File: config.mk
export PLATFORM = sky130hd
export DESIGN_NAME = pixel_readout_seq
export DESIGN_NICKNAME = d
export VERILOG_FILES = /design/src/rtl/pixel_readout_pkg.sv /design/src/rtl/pixel_readout_seq_phase_timer.sv /design/src/rtl/pixel_readout_seq.sv
export SDC_FILE = /design/constraint.sdc
export NUM_CORES = 1
export LEC_CHECK = 0
export CAP_MARGIN = 25
export CELL_PAD_IN_SITES_DETAIL_PLACEMENT = 1
export CELL_PAD_IN_SITES_GLOBAL_PLACEMENT = 1
export CORE_AREA = 2 2 112 114
export DETAILED_ROUTE_END_ITERATION = 8
export DIE_AREA = 0 0 114 116
export HOLD_SLACK_MARGIN = 0.1
export PLACE_DENSITY = 0.72
export SYNTH_ARGS = -nofsm -noshare
export SYNTH_HDL_FRONTEND = slang
export SYNTH_SLANG_ARGS = --single-unit
File: constraint.sdc
create_clock -name clk -period 3.7 [get_ports clk]
set_input_delay 1.11 -clock clk [delete_from_list [all_inputs] [get_ports clk]]
set_output_delay 1.11 -clock clk [all_outputs]
set_load 0.01 [all_outputs]
File: src/rtl/pixel_readout_pkg.sv
// pixel_readout_pkg: shared types and default timing constants for the pixel readout sequencer
package pixel_readout_pkg;
    localparam int NPIX      = 12;
    localparam int IW_DEF    = 16;
    localparam int T_SET_DEF = 4;
    localparam int T_RST_DEF = 16;
    localparam int T_SH_DEF  = 8;
    localparam int T_CMP_DEF = 4;
    typedef enum logic [2:0] {
        S_IDLE, S_SEL, S_RST, S_INT, S_SHP, S_CMP, S_NXT, S_DONE
    } state_t;
    typedef logic [3:0] pix_t;
endpackage

File: src/rtl/pixel_readout_seq_phase_timer.sv
// phase_timer: loadable down-counter with terminal-count flag, shared by all timed phases
//   clk, rst  : clock, asynchronous active-high reset
//   load      : load load_val this cycle (phase entry)
//   load_val  : phase length minus one
//   tc        : counter has reached zero (last cycle of the phase)
module phase_timer #(
    parameter int W = 16
) (
    input  logic         clk,
    input  logic         rst,
    input  logic         load,
    input  logic [W-1:0] load_val,
    output logic         tc
);
    logic [W-1:0] cnt_q, cnt_d;

    always_comb cnt_d = load ? load_val : (cnt_q != '0 ? cnt_q - 1'b1 : cnt_q);

    always_ff @(posedge clk or posedge rst)
        if (rst) cnt_q <= '0;
        else     cnt_q <= cnt_d;

    assign tc = cnt_q == '0;
endmodule

File: src/rtl/pixel_readout_seq.sv
// pixel_readout_seq: sequences select/reset/integrate/sample/compare for each photodiode and collects comparator decisions
//   clk, rst    : clock, asynchronous active-high reset
//   start       : begin a frame (ignored while busy)
//   abort       : end the frame at the next edge, no done pulse
//   cont        : continuous mode, restart at pixel 0 after the last pixel
//   int_cycles  : integration length, latched at frame start (0 behaves as 1)
//   cmp_in      : asynchronous comparator output
//   busy, done  : frame in progress / one-cycle end-of-frame pulse
//   pix_idx     : pixel being sequenced
//   pd_a, pd_b  : one-hot pixel select / pixel reset switches
//   sw1, sw2    : integrator reset / integrator-to-S/H switches
//   sh_rst, sh, sh_cmp : reset-level, signal and comparator strobes
//   result      : comparator decision per pixel
module pixel_readout_seq
    import pixel_readout_pkg::*;
#(
    parameter int IW    = IW_DEF,
    parameter int T_SET = T_SET_DEF,
    parameter int T_RST = T_RST_DEF,
    parameter int T_SH  = T_SH_DEF,
    parameter int T_CMP = T_CMP_DEF
) (
    input  logic            clk,
    input  logic            rst,
    input  logic            start,
    input  logic            abort,
    input  logic            cont,
    input  logic [IW-1:0]   int_cycles,
    input  logic            cmp_in,
    output logic            busy,
    output logic            done,
    output logic [3:0]      pix_idx,
    output logic [NPIX-1:0] pd_a,
    output logic [NPIX-1:0] pd_b,
    output logic            sw1,
    output logic            sw2,
    output logic            sh_rst,
    output logic            sh,
    output logic            sh_cmp,
    output logic [NPIX-1:0] result
);
    state_t          state_q, state_d;
    pix_t            pix_q, pix_d;
    logic [IW-1:0]   n_q, n_d, n_new;
    logic [NPIX-1:0] result_q, result_d;
    logic            cmp_s1_q, cmp_s2_q;
    logic            load, tc, act;
    logic [IW-1:0]   load_val;
    logic            busy_q, busy_d, done_q, done_d;
    logic [NPIX-1:0] pd_a_q, pd_a_d, pd_b_q, pd_b_d;
    logic            sw1_q, sw1_d, sw2_q, sw2_d, sh_rst_q, sh_rst_d, sh_q, sh_d, sh_cmp_q, sh_cmp_d;

    phase_timer #(.W(IW)) u_timer (
        .clk      (clk),
        .rst      (rst),
        .load     (load),
        .load_val (load_val),
        .tc       (tc)
    );

    always_ff @(posedge clk or posedge rst)
        if (rst) begin
            cmp_s1_q <= 1'b0;
            cmp_s2_q <= 1'b0;
        end else begin
            cmp_s1_q <= cmp_in;
            cmp_s2_q <= cmp_s1_q;
        end

    always_ff @(posedge clk or posedge rst)
        if (rst) begin
            state_q  <= S_IDLE;
            pix_q    <= '0;
            n_q      <= IW'(1);
            result_q <= '0;
        end else begin
            state_q  <= state_d;
            pix_q    <= pix_d;
            n_q      <= n_d;
            result_q <= result_d;
        end

    assign n_new = int_cycles == '0 ? IW'(1) : int_cycles;

    always_comb begin
        state_d  = state_q;
        pix_d    = pix_q;
        n_d      = n_q;
        result_d = result_q;
        // abort also wins over start while idle
        if (abort) begin
            state_d = S_IDLE;
            pix_d   = '0;
        end else begin
            case (state_q)
                S_IDLE: if (start) begin
                    state_d  = S_SEL;
                    n_d      = n_new;
                    result_d = '0;
                    pix_d    = '0;
                end
                S_SEL: if (tc) state_d = S_RST;
                S_RST: if (tc) state_d = S_INT;
                S_INT: if (tc) state_d = S_SHP;
                S_SHP: if (tc) state_d = S_CMP;
                S_CMP: if (tc) begin
                    result_d[pix_q] = cmp_s2_q;
                    state_d         = S_NXT;
                end
                S_NXT: if (pix_q == pix_t'(NPIX - 1)) state_d = S_DONE;
                       else begin
                           pix_d   = pix_q + 1'b1;
                           state_d = S_SEL;
                       end
                S_DONE: begin
                    pix_d = '0;
                    if (cont) begin
                        state_d  = S_SEL;
                        n_d      = n_new;
                        result_d = '0;
                    end else state_d = S_IDLE;
                end
                default: state_d = S_IDLE;
            endcase
        end
    end

    // every timed phase is entered from a different state, so a state change marks phase entry
    always_comb begin
        load     = state_d != state_q;
        load_val = state_d == S_SEL ? IW'(T_SET - 1) :
                   state_d == S_RST ? IW'(T_RST - 1) :
                   state_d == S_INT ? n_d - 1'b1 :
                   state_d == S_SHP ? IW'(T_SH - 1) :
                   state_d == S_CMP ? IW'(T_CMP - 1) : '0;
    end

    // outputs are decoded from the next state and registered so they line up with the state
    always_comb begin
        act      = state_d inside {S_SEL, S_RST, S_INT, S_SHP, S_CMP};
        busy_d   = state_d != S_IDLE;
        done_d   = state_d == S_DONE;
        pd_a_d   = act ? NPIX'(1) << pix_d : '0;
        pd_b_d   = state_d == S_RST ? NPIX'(1) << pix_d : '0;
        sw1_d    = state_d == S_RST;
        sh_rst_d = state_d == S_RST;
        sw2_d    = state_d == S_SHP;
        sh_d     = state_d == S_SHP;
        sh_cmp_d = state_d == S_CMP;
    end

    always_ff @(posedge clk or posedge rst)
        if (rst) begin
            busy_q   <= 1'b0;
            done_q   <= 1'b0;
            pd_a_q   <= '0;
            pd_b_q   <= '0;
            sw1_q    <= 1'b0;
            sw2_q    <= 1'b0;
            sh_rst_q <= 1'b0;
            sh_q     <= 1'b0;
            sh_cmp_q <= 1'b0;
        end else begin
            busy_q   <= busy_d;
            done_q   <= done_d;
            pd_a_q   <= pd_a_d;
            pd_b_q   <= pd_b_d;
            sw1_q    <= sw1_d;
            sw2_q    <= sw2_d;
            sh_rst_q <= sh_rst_d;
            sh_q     <= sh_d;
            sh_cmp_q <= sh_cmp_d;
        end

    assign busy    = busy_q;
    assign done    = done_q;
    assign pix_idx = pix_q;
    assign pd_a    = pd_a_q;
    assign pd_b    = pd_b_q;
    assign sw1     = sw1_q;
    assign sw2     = sw2_q;
    assign sh_rst  = sh_rst_q;
    assign sh      = sh_q;
    assign sh_cmp  = sh_cmp_q;
    assign result  = result_q;
endmodule

# Word level (Yosys, flattened, before mapping)
# Index checks and enable logic that the tools add are counted.
op_classes:
  n_eq_ne: 18
  n_addsub: 3
  bitwise: 1
  shift: 1
  n_reduce_logical: 10
  n_mux: 35
  n_lt_le_gt_ge: 2
ops:
  columns: ["operator", "count"]
  rows:
  - ["2-to-1 mux 16 bit", 9]
  - ["2-to-1 mux 12 bit", 5]
  - ["one-hot mux 12 bit (3 select lines)", 1]
  - ["logical NOT 16 bit", 2]
  - ["one-hot mux 16 bit (2 select lines)", 1]
  - ["subtractor 16 x 1 -> 16 bit, second input constant", 2]
  - ["2-to-1 mux 3 bit", 9]
  - ["one-hot mux 3 bit (8 select lines)", 1]
  - ["equality test 3 bit, second input constant", 7]
  - ["nonzero test 16 bit", 1]
  - ["bitwise mux 12 bit", 1]
  - ["equality test 3 x 2 -> 1 bit, second input constant", 4]
  - ["2-to-1 mux 4 bit", 3]
  - ["one-hot mux 4 bit (3 select lines)", 1]
  - ["<< shifter 1 x 4 -> 12 bit, first input constant", 1]
  - ["equality test 3 x 1 -> 1 bit, second input constant", 2]
  - ["!= test 2 bit, second input constant", 3]
  - ["nonzero test 3 bit", 2]
  - ["< comparator 4 x 5 -> 1 bit, second input constant", 1]
  - ["AND reduction 5 bit", 1]
  - ["nonzero test 5 bit", 1]
  - ["adder 4 x 1 -> 4 bit, second input constant", 1]
  - ["demux 1 bit (select 4 bit)", 1]
  - ["equality test 4 bit, second input constant", 1]
  - ["8 further kinds", 9]
word_totals:
  regBits: 82
  output_inout_bits: 47
  wordCells: 84

# Longest topological paths before layout
# Gate-level depths: netlist of run 1.
logic_depth:
  depth_word: 11
  depth_mapped: 15
  depth_no_buf: 13

# Modules after synthesis
# From an unflattened synthesis of run 1, not the netlist that was laid out.
hier_totals:
  cells_unflattened: 465
  area_unflattened_um2: 4479.3
modules_own_cells:
  columns: ["mod", "area_each_um2", "instances", "seq_area_each_um2", "cells_each"]
  rows:
  - ["pixel_readout_seq", 3529.6, 1, 1652.8, 368]
  - ["phase_timer", 949.7, 1, 400.4, 97]

# Least setup slack after synthesis of run 1
# OpenSTA, ideal clock, no wires.
synth_timing:
  kind: "input-to-reg"
  start: "input start"
  end: "register u_timer.cnt_q[10]"
  t_arrival_ns: 4.162
  setup_time_ns: 0.078
  path_buffers: 2
  required_ns: 3.622
  path_slack_ns: -0.540
  path_stages: 12
  path_cell_list: "or4b_2 > a21oi_1 > buf_2 > buf_1 > mux2i_1 > ha_1 > or4bb_1 > mux2i_1 > o211ai_1 > xnor2_1 > nand2_1 > a21oi_1"
synth_via:
  elab_chain_len: 8
  elab_cells_between_ends: 16
  cone_classes: "1 x add/sub; 4 x eq/ne; 10 x mux; 1 x reduce/logical"
synth_rtl:
  columns: ["element", "line", "rtl"]
  rows:
  - ["start, declared", "pixel_readout_seq.sv:25", "input logic start,"]
  - ["2-to-1 mux 16 bit or 2-to-1 mux 3 bit (tied branches)", "pixel_readout_seq.sv:96", "S_IDLE: if (start) begin"]
  - ["one-hot mux 16 bit (2 select lines) or one-hot mux 3 bit (8 select lines) (tied branches)", "pixel_readout_seq.sv:95", "case (state_q)"]
  - ["2-to-1 mux 16 bit or 2-to-1 mux 3 bit (tied branches)", "pixel_readout_seq.sv:91", "if (abort) begin"]
  - ["subtractor 16 x 1 -> 16 bit or equality test 3 x 2 -> 1 bit (tied branches)", "pixel_readout_seq.sv:133", "state_d == S_INT ? n_d - 1'b1 :"]
  - ["2-to-1 mux 16 bit", "pixel_readout_seq.sv:133", null]
  - ["2-to-1 mux 16 bit", "pixel_readout_seq.sv:132", "state_d == S_RST ? IW'(T_RST - 1) :"]
  - ["2-to-1 mux 16 bit", "pixel_readout_seq.sv:131", "load_val = state_d == S_SEL ? IW'(T_SET - 1) :"]
  - ["2-to-1 mux 16 bit", "pixel_readout_seq_phase_timer.sv:17", "always_comb cnt_d = load ? load_val : (cnt_q != '0 ? cnt_q - 1'b1 : cnt_q);"]
  - ["end signal, assigned", "pixel_readout_seq_phase_timer.sv:21", "else cnt_q <= cnt_d;"]
  - ["end, declared", "pixel_readout_seq_phase_timer.sv:15", "logic [W-1:0] cnt_q, cnt_d;"]
# Parallel ways exist; a longest one is shown, timed or not.
# A chain may end at the register's enable or synchronous reset.

# Final worst setup path of run 1
layout_timing:
  start: "input int_cycles[12]"
  end: "register u_timer.cnt_q[2]"
layout_via:
  elab_chain_len: 10
  elab_cells_between_ends: 11
  cone_classes: "1 x add/sub; 9 x mux; 1 x reduce/logical"
layout_rtl:
  columns: ["element", "line", "rtl"]
  rows:
  - ["start, declared", "pixel_readout_seq.sv:28", "input logic [IW-1:0] int_cycles,"]
  - ["logical NOT 16 bit (*)", "pixel_readout_seq.sv:83", "assign n_new = int_cycles == '0 ? IW'(1) : int_cycles;"]
  - ["2-to-1 mux 16 bit (*)", "pixel_readout_seq.sv:83", null]
  - ["2-to-1 mux 16 bit (on tied branches)", "pixel_readout_seq.sv:117, pixel_readout_seq.sv:96", null]
  - ["one-hot mux 16 bit (2 select lines) (*)", "pixel_readout_seq.sv:95", null]
  - ["2-to-1 mux 16 bit (*)", "pixel_readout_seq.sv:91", null]
  - ["net n_d[0]", "pixel_readout_seq.sv:44", "logic [IW-1:0] n_q, n_d, n_new;"]
  - ["subtractor 16 x 1 -> 16 bit (*)", "pixel_readout_seq.sv:133", null]
  - ["2-to-1 mux 16 bit (*)", "pixel_readout_seq.sv:133", null]
  - ["2-to-1 mux 16 bit (*)", "pixel_readout_seq.sv:132", null]
  - ["2-to-1 mux 16 bit (*)", "pixel_readout_seq.sv:131", null]
  - ["2-to-1 mux 16 bit (*)", "pixel_readout_seq_phase_timer.sv:17", null]
# Mark *: on every way through the listed nets, which the timed path passes. The rest lies on a longest branch.

==> results.tsv, run 1 <==
stage	metric	value	unit
placement	Inst Count DP	678	
yosys	number of synthesis warnings	0	
cells_and_area	Cell Count, Final, Fillers Out	699	
timing	setup TNS	0	ns
placement	gpl congestion	0.880	
worst_setup_path	Worst Path Required	3.95	ns
yosys	Post-synth EDFFs	0	
timing	Worst Tran Pin Value	0.590	ns
yosys	Mapped Avg Cell Area	9.79	um2
yosys	main area contributors after synthesis	dfrtp_1 (47%), nor2_1 (6.4%), mux2i_1 (4.4%)	
timing	Setup Skew	0.00759	ns
floorplan	I/O pin total	69	
worst_setup_path	Setup crit end kind	flop	
timing	Slew Viols, Final	0	
timing	Fin. Hold Viols	0	
clock_network	CTS Buf Count	9	
floorplan	Initial Utilization	0.364	
placement	Place WS	-0.461	ns
yosys	top_reg_cell synth	dfrtp_1	
floorplan	Die Wd	114	um
worst_setup_path	Worst Path Max Fanout	3	
timing	worst setup margin	0.112	ns
cells_and_area	fin nets	575	
clock_network	CTS H-Tree Depth	3	
cells_and_area	Layout Utilization	0.493	
routing	DR DRC count	0	
worst_setup_path	CP delay by family, top	simple AND/OR/NAND/NOR gates	
yosys	post-synth net total	471	
yosys	Synth top area share	0.467	
routing	via count	3737	
timing	Rel. slew slack	0.603	
clock_network	Max clock buf depth	2	
floorplan	core area	11900	um2
cells_and_area	diode count	0	
yosys	asr flop ratio synth	1.00	
yosys	area leader, netlist	dfrtp_1	
grt	number of global-route vias before repair	3959	
timing	hold_ws	0.358	ns
grt	GR Overflow Total	0	
pwr	PwrDens	538	nW/um2
routing	vias per cell	5.35	
yosys	flops & latches, synth	82	
yosys	Netlist Area Pre-Place	4340	um2
grt	first-pass GRT wire length	20800	um
pwr	Leak	2.60	nW
placement	Buffers on Ports	68	
placement	dpl hpwl	9290	um
worst_setup_path	slowest cell delay on critical path	0.52	ns
timing	fin crit period	3.59	ns
pwr	Peak VDD IR	0.000269	V
floorplan	Die Area	13200	um2
routing	Routed Antenna Nets	0	
run_status	status	finished, final reports clean	
flow_run	max cap viols	0	
clock_network	Sink Count	82	
worst_setup_path	Worst Setup Start Kind	input pin	
clock_network	CTS Hold Bufs	0	
clock_network	CTS tree	done	
yosys	count of cell types in the netlist	59	
clock_network	root buf cell	clkbuf_16	
yosys	register area share after synthesis	0.473	
worst_setup_path	cells along the critical path	clkdlybuf4s50_1, or3_4, or4_4, nor2_4, nor2_2, a21oi_2, inv_1, ha_2, buf_6, xor2_4, nor3_2, o31a_1, o31ai_1	
grt	GRT Util Overall	0.203	
clock_network	CTS clock-pin slew for the worst setup and hold paths	0.07	ns
timing	FMAX	0.279	GHz
worst_setup_path	critical path arrival	3.84	ns
grt	initial antenna violation count	0	
routing	initial DRC count	184	
clock_network	Worst-Skew Late Latency	0.34	ns
floorplan	# rows	40	
routing	WL final	12600	um
worst_setup_path	Slowest cell on crit path	or4_4	
routing	wire per inst	18.1	um
hold_path	Hold WC Path Type	flop to flop	
yosys	Cells after Synth	443	
grt	largest net degree at the start of global routing	40	
worst_setup_path	worst path bufs/invs	3	
floorplan	Die Span Y	116	um
routing	Pre-antenna DRT Iters	4	
worst_setup_path	Crit Path Class	input pin to flop	
timing	final setup fails	0	
timing	Final Cycle Share	0.970	
cells_and_area	growth of design area from synthesis to finish	35.4	%
cells_and_area	share of layout cells above drive strength 1	0.197	
==> power breakdown <==
group | internal, mW | switching (mW)
clock | 0.485 | 0.391
combinational | 0.514 | 0.633
sequential | 1.03 | 0.109
total | 2.03 | 1.13
==> final timing paths <==
check                                      start          endpoint  slack (ns)  depth (start not counted)
max in group asynchronous                    rst            n_q[6]        1.93                          3
worst min-delay path                    cmp_s1_q          cmp_s2_q        0.36                          0
worst max-delay path              int_cycles[12]  u_timer.cnt_q[2]        0.11                         13
min in group asynchronous                    rst           n_q[12]        1.13                          2
worst min register to register          cmp_s1_q          cmp_s2_q        0.36                          0
worst max register to register  u_timer.cnt_q[5]  u_timer.cnt_q[1]        0.51                          7
==> routing by layer <==
layer	part of all wire	vias up	global-route usage	wire length, um
li1	-	1769	-	-
met1	0.48	1892	0.277	6040
met2	0.47	62	0.321	5970
met3	0.034	14	0.0439	428
met4	0.016	0	0.0707	202
met5	0	-	0	0
==> through the flow <==
step           area (um2)  total power [mW]
2_1_floorplan        4380              1.88
3_3_place_gp         5460              2.19
3_5_place_dp         5460              2.23
4_1_cts              5810              3.16
5_1_grt              5880              3.36
6_report             5880              3.16
==> registers in the layout (all words and copies together) (netlist names) <==
register       cells
sh_cmp             1
cmp_s1_q           1
n_q               16
pd_b              12
pd_a              12
state_q            3
result            12
done               1
busy               1
u_timer.cnt_q     16
pix_idx            4
sh                 1
sh_rst             1
cmp_s2_q           1
==> cells in the final DEF, fill, tap and decap left out, drive strengths merged, types with 4 or more instances in the layout <==
cell / netlist / routed
xnor2: 15 / 15
nand3: 18 / 18
mux2i: 19 / 19
and2: 5 / 5
nand2b: 7 / 7
dlymetal6s2s: 0 / 8
xor2: 11 / 11
buf: 11 / 46
o22ai: 6 / 6
mux2: 13 / 13
nor4: 12 / 12
nor3b: 4 / 4
or3: 9 / 9
a21oi: 14 / 14
nor3: 11 / 11
nor2: 74 / 74
or4: 11 / 11
nor2b: 7 / 7
o21ai: 12 / 12
ha: 6 / 6
dfrtp: 81 / 81
or4b: 4 / 4
clkdlybuf4s50: 0 / 59
nand3b: 4 / 4
inv: 12 / 16
clkbuf: 10 / 10
or2: 4 / 4
a22oi: 7 / 7
nand2: 25 / 25
==> cell type report <==
type | count | area (um2)
inverters | 12 | 46.3
multi-input cells | 328 | 2240
repair buffers | 114 | 1060
clock inverters | 6 | 51.3
flip-flops and latches | 82 | 2050
fillers | 1348 | 6030
well taps | 147 | 184
clock buffers | 10 | 239
==> repair_timing <==
| item | CTS | global route |
|---|---|---|
| pin swaps | 5 | 8 |
| buffers inserted | 5 | 0 |
| gates resized for setup | 8 | 17 |
| endpoints found under the setup margin | 5 | 8 |
==> cells by family after synthesis <==
kind of cell    after synthesis  share of synthesized area
simple gates                204                      0.253
flops                        82                      0.473
compound gates               60                     0.0931
buf+inv                      33                     0.0337
mux                          32                     0.0776
xor+xnor                     26                     0.0525
fa+ha+maj                     6                     0.0173
==> cells in the mapped netlist, types with 3 or more instances <==
cell       count
clkbuf_1      10
and2_1         3
mux2_2        13
ha_1           6
nor4_1         9
or4b_1         3
nand3b_1       4
or4_1         10
or2_2          3
o21ai_0       12
nor2_1        74
nor2b_1        7
inv_1         12
buf_2          6
a2bb2oi_1      3
nand4_1        3
or3_1          9
xnor2_1       15
nand2_1       25
a22oi_1        7
buf_4          4
o22ai_1        6
nor3_1        10
nor3b_1        3
a21oi_1       12
nand2b_1       7
mux2i_1       19
nand3_1       18
xor2_1        11
dfrtp_1       81
Note: power is estimated with default switching activity, not from simulation.
==> inputs of run 2 (changes only) <==
--- a/config.mk
+++ b/config.mk
@@ -13,6 +13,7 @@
 export DIE_AREA = 0 0 114 116
 export HOLD_SLACK_MARGIN = 0.1
 export PLACE_DENSITY = 0.72
+export SLEW_MARGIN = 10
 export SYNTH_ARGS = -nofsm -noshare
 export SYNTH_HDL_FRONTEND = slang
 export SYNTH_SLANG_ARGS = --single-unit
==> results of run 2 <==
Final layout, timing and power as in run 1 (identical DEF).
==> inputs of run 3 (changes only) <==
--- a/config.mk
+++ b/config.mk
@@ -8,11 +8,11 @@
 export CAP_MARGIN = 25
 export CELL_PAD_IN_SITES_DETAIL_PLACEMENT = 1
 export CELL_PAD_IN_SITES_GLOBAL_PLACEMENT = 1
-export CORE_AREA = 2 2 112 114
+export CORE_AREA = 2 2 105 107
 export DETAILED_ROUTE_END_ITERATION = 8
-export DIE_AREA = 0 0 114 116
+export DIE_AREA = 0 0 107 109
 export HOLD_SLACK_MARGIN = 0.1
-export PLACE_DENSITY = 0.72
+export PLACE_DENSITY = 0.78
 export SLEW_MARGIN = 10
 export SYNTH_ARGS = -nofsm -noshare
 export SYNTH_HDL_FRONTEND = slang
==> constraint.sdc (replaced) <==
create_clock -name clk -period 3.8 [get_ports clk]
set_input_delay 1.14 -clock clk [delete_from_list [all_inputs] [get_ports clk]]
set_output_delay 1.14 -clock clk [all_outputs]
set_load 0.01 [all_outputs]
==> results.tsv, run 3 (same netlist as run 1, synthesis figures left out) <==
stage	metric	value	unit	change
routing	DR DRC count	0		unchanged
pwr	Leak	2.46	nW	-5.3%
grt	initial antenna violation count	0		unchanged
clock_network	CTS Buf Count	9		unchanged
timing	Rel. slew slack	0.535		-0.0673
clock_network	CTS tree	done		
worst_setup_path	critical path endpoint	u_timer.cnt_q[10]		
clock_network	root buf cell	clkbuf_8		
timing	Slew Viols, Final	0		unchanged
cells_and_area	most common cell after layout, fill and taps aside	dfrtp_1		
routing	initial DRC count	167		-9.2%
floorplan	Die Span Y	109	um	-6.0%
timing	final setup fails	0		unchanged
cells_and_area	fin nets	567		-1.4%
timing	Setup Skew	0.00809	ns	+0.000495 ns
grt	GR Overflow Total	0		unchanged
timing	Fin. Hold Viols	0		unchanged
worst_setup_path	Crit Path Class	input pin to flop		
placement	dpl hpwl	9460	um	+1.8%
cells_and_area	biggest registers after layout	n_q: 16 flops, u_timer.cnt_q: 16 flops		
timing	hold_ws	0.358	ns	+0.000305 ns
placement	gpl congestion	0.865		-1.6%
worst_setup_path	Worst Setup Start Kind	input pin		
cells_and_area	growth of design area from synthesis to finish	30.5	%	
worst_setup_path	Worst Path Required	4.10	ns	+0.15 ns
worst_setup_path	crit path from	int_cycles[2]		
timing	FMAX	0.271	GHz	
routing	Routed Antenna Nets	0		unchanged
timing	Worst Tran Pin Value	0.690	ns	+0.100 ns
worst_setup_path	Worst R2R End	u_timer.cnt_q[1]		
pwr	Peak VDD IR	0.000222	V	-18%
clock_network	Sink Count	82		unchanged
routing	vias per cell	5.54		+3.6%
grt	first-pass GRT wire length	21500	um	+3.4%
clock_network	Max clock buf depth	2		unchanged
routing	WL final	12900	um	+2.3%
cells_and_area	diode count	0		unchanged
timing	worst setup margin	0.111	ns	-0.000796 ns
grt	largest net degree at the start of global routing	52		+30%
timing	fin crit period	3.69	ns	
clock_network	CTS Hold Bufs	0		unchanged
pwr	PwrDens	500	nW/um2	-7.1%
flow_run	max cap viols	0		unchanged
floorplan	core area	10600	um2	-11%
routing	Pre-antenna DRT Iters	4		unchanged
clock_network	Worst-Skew Late Latency	0.37	ns	+0.03 ns
floorplan	I/O pin total	69		unchanged
hold_path	Hold WC Path Type	flop to flop		
worst_setup_path	Setup crit end kind	flop		
worst_setup_path	cells on worst reg2reg path	7		unchanged
placement	Buffers on Ports	68		unchanged
grt	GRT Util Overall	0.237		+0.0341
routing	via count	3790		+1.4%
placement	Place WS	-0.406	ns	+0.0554 ns
floorplan	Die Area	11700	um2	-12%
floorplan	Die Wd	107	um	-6.1%
run_status	status	finished, final reports clean		
cells_and_area	most frequent cells in the layout	dfrtp_1 (81), nor2_1 (74), clkdlybuf4s50_1 (66), buf_4 (35), nand2_1 (25)		
worst_setup_path	Worst R2R Setup Slack	0.38	ns	-0.13 ns
grt	number of global-route vias before repair	4142		+4.6%
floorplan	Initial Utilization	0.409		+0.0450
routing	wire per inst	18.9	um	+4.5%
cells_and_area	share of layout cells above drive strength 1	0.175		-0.0228
timing	Final Cycle Share	0.971		
clock_network	CTS clock-pin slew for the worst setup and hold paths	0.09	ns	+0.02 ns
worst_setup_path	Worst Path Max Fanout	5		+2
floorplan	# rows	38		-5.0%
worst_setup_path	critical path arrival	3.99	ns	+0.15 ns
cells_and_area	# fillers	1185		-12%
clock_network	CTS H-Tree Depth	3		unchanged
worst_setup_path	Crit Reg-Reg Startpoint	u_timer.cnt_q[4]		
run 3: changes by cell type in the layout (fill, tap and decap cells not counted), sizes merged:
cell and delta:
dlymetal6s2s -6, buf -8, clkdlybuf4s50 +7, clkinvlp -1, dlygate4sd2 -1, clkinv +1
run 3: how the worst min path moves through the flow:
stage                        start        to  cells after the start
after floorplan           cmp_s1_q  cmp_s2_q                      0
after global placement    cmp_s1_q  cmp_s2_q                      0
after detailed placement  cmp_s1_q  cmp_s2_q                      0
after CTS                 cmp_s1_q  cmp_s2_q                      0
after global routing      cmp_s1_q  cmp_s2_q                      0
final                     cmp_s1_q  cmp_s2_q                      0
run 3: layout make-up:
type	count	area [um2]	area share
tap	140	175	0.0309
inverter	12	46.3	0.00817
sequential	82	2050	0.362
multi-input combinational	328	2200	0.388
timing repair buffer	106	1000	0.177
clock buffer	10	138	0.0243
clock inverter	6	52.6	0.00928
run 3: per-layer routing:
metal | track usage | share of wire | vias up
met5 | 0 | 0 | -
met2 | 0.379 | 0.49 | 81
li1 | - | - | 1755
met3 | 0.0580 | 0.048 | 23
met4 | 0.0946 | 0.017 | 0
met1 | 0.310 | 0.45 | 1931
run 3: critical path, stage by stage:
cell	delay (ns)
clkdlybuf4s50_1	0.41
or4_1	0.59
or4_4	0.44
nor2_1	0.12
nor2_1	0.06
a21oi_2	0.16
inv_1	0.06
ha_2	0.20
or3b_4	0.24
mux2i_4	0.08
o211ai_1	0.12
xnor2_1	0.15
nand2_1	0.08
a21oi_2	0.13
run 3: what timing repair did:
item | 4_1_cts | 5_1_grt
resized for setup | 2 | 7
buffers inserted | 0 | 1
pin swaps | 0 | 8
setup endpoints to repair | 2 | 7
hold endpoints to repair | 0 | 0
cloned | 0 | 0
run 3: per-stage QoR:
stage / power (mW) / TNS [ns] / std cells / area (um2) / utilization
floorplan: 1.84 / 0 / 443 / 4380 / -
global placement: 2.11 / -1.71 / 665 / 5400 / 0.510
detailed placement: 2.17 / -2.77 / 666 / 5410 / 0.510
CTS: 2.83 / 0 / 682 / 5610 / 0.529
global route: 3.00 / -0.0302 / 684 / 5660 / 0.534
finish: 2.83 / 0 / 684 / 5660 / 0.534
run 3: power by group:
part	leakage (nW)	total (mW)	switching, mW	internal, mW
combinational	1.27	1.08	0.613	0.467
sequential	1.09	1.12	0.114	1.00
clock	0.0987	0.637	0.369	0.268
total	2.46	2.83	1.10	1.74
